<file path="src/rtl/cmd_frame_parser.sv">
// Parses AA 55 CMD LEN_H LEN_L payload CHK frames. Outputs are registered one cycle after the byte; there is no backpressure.
// Define PARSER_TIMEOUT_EN to abort frames that go idle for TIMEOUT_CYCLES cycles.
module cmd_frame_parser #(
    parameter int MAX_LEN        = 256,
    parameter int TIMEOUT_CYCLES = 65535
) (
    input  logic        clk,
    input  logic        rst_n,
    input  logic [7:0]  usb_data_in,
    input  logic        usb_data_valid_in,
    output logic        cmd_start,
    output logic [7:0]  cmd_type,
    output logic [15:0] cmd_length,
    output logic [7:0]  cmd_data,
    output logic        cmd_data_valid,
    output logic [15:0] cmd_data_index,
    output logic        cmd_done,
    output logic        parse_error
);

    typedef enum logic [2:0] {
        S_IDLE,
        S_SOF2,
        S_CMD,
        S_LEN_H,
        S_LEN_L,
        S_DATA,
        S_CHK
    } state_t;

    localparam logic [16:0] MAX_LEN_W = 17'(MAX_LEN);

    state_t      state;
    logic [7:0]  sum;
    logic [7:0]  len_hi;
    logic [15:0] byte_cnt;
    logic [16:0] len_rx;

`ifdef PARSER_TIMEOUT_EN
    localparam logic [15:0] IDLE_LAST = 16'(TIMEOUT_CYCLES - 1);
    logic [15:0] idle_cnt;
`endif

    assign len_rx = {1'b0, len_hi, usb_data_in};

    always_ff @(posedge clk or negedge rst_n) begin
        if (!rst_n) begin
            state          <= S_IDLE;
            sum            <= 8'd0;
            len_hi         <= 8'd0;
            byte_cnt       <= 16'd0;
            cmd_start      <= 1'b0;
            cmd_type       <= 8'd0;
            cmd_length     <= 16'd0;
            cmd_data       <= 8'd0;
            cmd_data_valid <= 1'b0;
            cmd_data_index <= 16'd0;
            cmd_done       <= 1'b0;
            parse_error    <= 1'b0;
`ifdef PARSER_TIMEOUT_EN
            idle_cnt       <= 16'd0;
`endif
        end else begin
            cmd_start      <= 1'b0;
            cmd_data_valid <= 1'b0;
            cmd_done       <= 1'b0;
            parse_error    <= 1'b0;

            if (usb_data_valid_in) begin
`ifdef PARSER_TIMEOUT_EN
                idle_cnt <= 16'd0;
`endif
                unique case (state)
                    S_IDLE: begin
                        if (usb_data_in == 8'hAA) state <= S_SOF2;
                    end
                    S_SOF2: begin
                        if (usb_data_in == 8'h55)      state <= S_CMD;
                        else if (usb_data_in != 8'hAA) state <= S_IDLE;
                    end
                    S_CMD: begin
                        sum   <= usb_data_in;
                        state <= S_LEN_H;
                    end
                    S_LEN_H: begin
                        len_hi <= usb_data_in;
                        sum    <= sum + usb_data_in;
                        state  <= S_LEN_L;
                    end
                    S_LEN_L: begin
                        sum <= sum + usb_data_in;
                        if (len_rx > MAX_LEN_W) begin
                            parse_error <= 1'b1;
                            state       <= S_IDLE;
                        end else begin
                            // The CMD byte is already folded into sum, so it is the only copy of it.
                            cmd_start  <= 1'b1;
                            cmd_type   <= sum - len_hi;
                            cmd_length <= len_rx[15:0];
                            byte_cnt   <= 16'd0;
                            state      <= (len_rx == 17'd0) ? S_CHK : S_DATA;
                        end
                    end
                    S_DATA: begin
                        cmd_data       <= usb_data_in;
                        cmd_data_valid <= 1'b1;
                        cmd_data_index <= byte_cnt;
                        sum            <= sum + usb_data_in;
                        if (byte_cnt == cmd_length - 16'd1) state <= S_CHK;
                        else                                 byte_cnt <= byte_cnt + 16'd1;
                    end
                    S_CHK: begin
                        if (usb_data_in == sum) cmd_done    <= 1'b1;
                        else                    parse_error <= 1'b1;
                        state <= S_IDLE;
                    end
                    default: state <= S_IDLE;
                endcase
            end
`ifdef PARSER_TIMEOUT_EN
            else if (state != S_IDLE) begin
                if (idle_cnt == IDLE_LAST) begin
                    parse_error <= 1'b1;
                    state       <= S_IDLE;
                    idle_cnt    <= 16'd0;
                end else begin
                    idle_cnt <= idle_cnt + 16'd1;
                end
            end
`endif
        end
    end

endmodule

</file>
<file path="config.mk">
export PLATFORM = sky130hd
export DESIGN_NAME = cmd_frame_parser
export DESIGN_NICKNAME = d
export VERILOG_FILES = /design/src/rtl/cmd_frame_parser.sv
export SDC_FILE = /design/constraint.sdc
export NUM_CORES = 1
export LEC_CHECK = 0
export ABC_AREA = 1
export CORE_MARGIN = 2
export CORE_UTILIZATION = 50
export CTS_BUF_LIST = sky130_fd_sc_hd__clkbuf_2 sky130_fd_sc_hd__clkbuf_4 sky130_fd_sc_hd__clkbuf_8
export DETAILED_ROUTE_END_ITERATION = 10
export HOLD_SLACK_MARGIN = 0.03
export MAX_ROUTING_LAYER = met4
export PLACE_DENSITY = 0.7
export SLEW_MARGIN = 20
export SYNTH_ARGS = -nofsm -noshare
export SYNTH_HDL_FRONTEND = slang
export SYNTH_SLANG_ARGS = --single-unit
</file>
<file path="constraint.sdc">
create_clock -name clk -period 2.35 [get_ports clk]
set_input_delay 0.47 -clock clk [delete_from_list [all_inputs] [get_ports clk]]
set_output_delay 0.47 -clock clk [all_outputs]
set_load 0.01 [all_outputs]
</file>
==> results of run 1 <==
==> kinds of logic after synthesis <==
logic type,Yosys count,synth area share
AO/OA/AOI/OAI,88,0.0891
XOR/XNOR,31,0.0530
AND/OR/NAND/NOR,357,0.308
adder cells (fa/ha/maj),18,0.0469
flip-flops,87,0.425
buffers and inverters,101,0.0786
==> per-layer routing <==
layer  track usage  routed length, um  up-vias
met5             -                  0        -
met4         0.103                331        0
met3        0.0353                791       24
met2         0.418               6470      169
met1         0.359               6250     2251
li1              -                  -     2385
==> through the flow <==
step,std cells,power (mW)
final,922,5.10
after global routing,922,5.50
after CTS,914,5.07
after detailed placement,899,4.09
after global placement,899,4.04
after floorplan,682,3.24
==> layout make-up <==
cell class	instances	area, um2
clock buffer	11	151
clock inverter	3	20.0
fill	868	3450
inverter	85	319
multi-input combinational	497	2600
sequential	87	2180
tap	133	166
timing repair buffer	106	976
==> worst max-delay path: stages <==
cell	delay, ns
clkdlybuf4s50_1	0.55
ha_1	0.20
inv_1	0.06
fa_1	0.37
o21ai_0	0.29
nand2_1	0.12
nand2_1	0.07
a21oi_1	0.06
xnor2_1	0.12
o21ai_0	0.16
nand2_1	0.07
==> power by group <==
part           internal [mW]  switching, mW  total (mW)  leakage, nW
combinational          0.982           1.16        2.15         1.92
clock                  0.429          0.534       0.963       0.0833
sequential              1.77          0.232        2.00         1.12
total                   3.18           1.93        5.10         3.12
==> final timing paths <==
kind                                    start            endpoint  slack [ns]  depth (start not counted)
hold / removal             cmd_data_index[13]  cmd_data_index[13]        0.49                          2
hold reg to reg            cmd_data_index[13]  cmd_data_index[13]        0.49                          2
setup reg to reg                cmd_length[1]         byte_cnt[3]        0.14                         17
min in group asynchronous               rst_n   cmd_data_index[7]        0.53                          2
setup / recovery               usb_data_in[0]              sum[6]        0.07                         11
max in group asynchronous               rst_n   cmd_data_index[0]        1.24                          3
==> synthesized netlist by cell type, types with 2 or more instances <==
library cell  instances
a21oi_1              19
buf_2                 5
clkbuf_1              8
clkinv_1              3
dfrtp_1              87
fa_1                  2
ha_1                 16
inv_1                73
inv_2                 9
nand2_1             191
nand2_2              14
nand2_4               2
nand3_1              48
nand4_1               9
nor2_1               62
nor2_2                8
nor2_4                2
nor3_1                5
nor4_1               10
o211ai_1              2
o21ai_0              51
o21ai_1              11
xnor2_1              11
xor2_1               20
==> placed cells by master (no fill, tap or decap), types with 8 or more instances in the layout <==
master           instances
nand2_1                191
nor2_1                  62
o21ai_1                 11
nand4_1                  9
clkdlybuf4s50_1         61
a21oi_1                 19
dfrtp_1                 87
clkbuf_8                11
ha_1                    15
nor4_1                  10
xor2_1                  20
inv_1                   72
o21ai_0                 51
buf_4                   42
xnor2_1                 11
nand3_1                 48
inv_2                   10
nand2_2                 14
nor2_2                   8
==> flip-flops by register name (all words and copies together) (netlist names), 3 cells and up <==
signal          cells
byte_cnt           16
cmd_data            8
cmd_data_index     16
cmd_length         16
cmd_type            8
len_hi              8
state               3
sum                 8
==> timing repair <==
item / CTS / global route
hold endpoints to repair: 20 / 0
gates resized for setup: 0 / 4
setup endpoints to repair: 0 / 16
hold buffers: 1 / 0
buffers inserted: 0 / 5
==> out/metrics.yaml, run 1 <==
peakVddDrop_uv: 541
fin_crit_ns: 2.28
grt_usage: 0.268
status: "completed"
yosysSeqAreaShare: 0.425
arrival_ns: 2.54
synth_edf_count: 0
timing.slew.headroom: 0.662
setup_tns_ns: 0
worstMarginPinSlew_ns: 0.503
fin_area_um2: 6410
power.density_nw_per_um2: 796
num_vias: 4829
crit_fanout: 4
ys_types: 38
skew_ns: 0.0138
hold_path_class: "reg -> reg"
startpoint_type: "input port"
wl_per_cell_um: 15.0
yosys-top-cells-area: "dfrtp_1 (42%), nand2_1 (14%), inv_1 (5.3%)"
wirelength_mm: 13.8
clk_path_buf_depth: 2
die_x_um: 105
h-tree-depth: 3
ys_ff_latch: 87
cts.clk_slew.worst_paths_ns: 0.09
leakage_nw: 3.12
cts_sinks: 87
yosysTopAreaCellShare: 0.425
min_period_over_period: 0.970
drtIter0Drc: 290
hold_ws_ns: 0.486
grt_first_pass_wirelength_mm: 22.7
first_global_vias: 4610
drive_above_1_share: 0.128
grt_setup_unrepaired: "no"
clkLatencyLatePin_ns: 0.37
synth_nets: 711
yosysWarnings: 0
timing.final.hold_violations: 0
nNetsFinal: 815
ios: 63
port_buffers: 62
async_reset_ff_frac: 1.00
critical_path_class: "in -> reg"
antenna_found_initial: 0
cts_tree: "built"
fin_ws_ns: 0.0699
slew_viol_final: 0
gp_congestion: 0.937
postSynthCellCount: 682
drv_cap: 0
grt_max_degree: 49
grt_remaining_overflow: 0
area_growth_pct: 25.0
hpwlAfterDp_mm: 10.4
setup.worst_path.end_class: "flop"
mappedNetlistArea_um2: 5130
ant_nets: 0
antennaDiodeCount: 0
die_h_um: 105
vias_per_cell: 5.24
setup_viol_count_final: 0
max_freq_mhz: 439
synthFlopType: "dfrtp_1"
std_cell_rows: 36
final_core_util: 0.650
avgSynthCellArea_um2: 7.52
first_pass_iters: 5
placed_cell_area_um2: 6140
floorplan.initialDensity: 0.520
place_ws_ns: -0.263
cts_buffers: 9
core_um2: 9860
root_buffer: "clkbuf_8"
synth_area_leader_cell: "dfrtp_1"
worstPathRequired_ns: 2.61
die-area_um2: 11100
drc_errors: 0
Power figures use the tool's default switching activity.
==> inputs of run 2 (changes only) <==
--- a/config.mk
+++ b/config.mk
@@ -9,11 +9,11 @@
 export CORE_MARGIN = 2
 export CORE_UTILIZATION = 50
 export CTS_BUF_LIST = sky130_fd_sc_hd__clkbuf_2 sky130_fd_sc_hd__clkbuf_4 sky130_fd_sc_hd__clkbuf_8
+export CTS_CLUSTER_SIZE = 30
 export DETAILED_ROUTE_END_ITERATION = 10
 export HOLD_SLACK_MARGIN = 0.03
 export MAX_ROUTING_LAYER = met4
 export PLACE_DENSITY = 0.7
-export SLEW_MARGIN = 20
 export SYNTH_ARGS = -nofsm -noshare
 export SYNTH_HDL_FRONTEND = slang
 export SYNTH_SLANG_ARGS = --single-unit
==> results of run 2 <==
The final DEF is identical to that of run 1; final timing and power are the same.
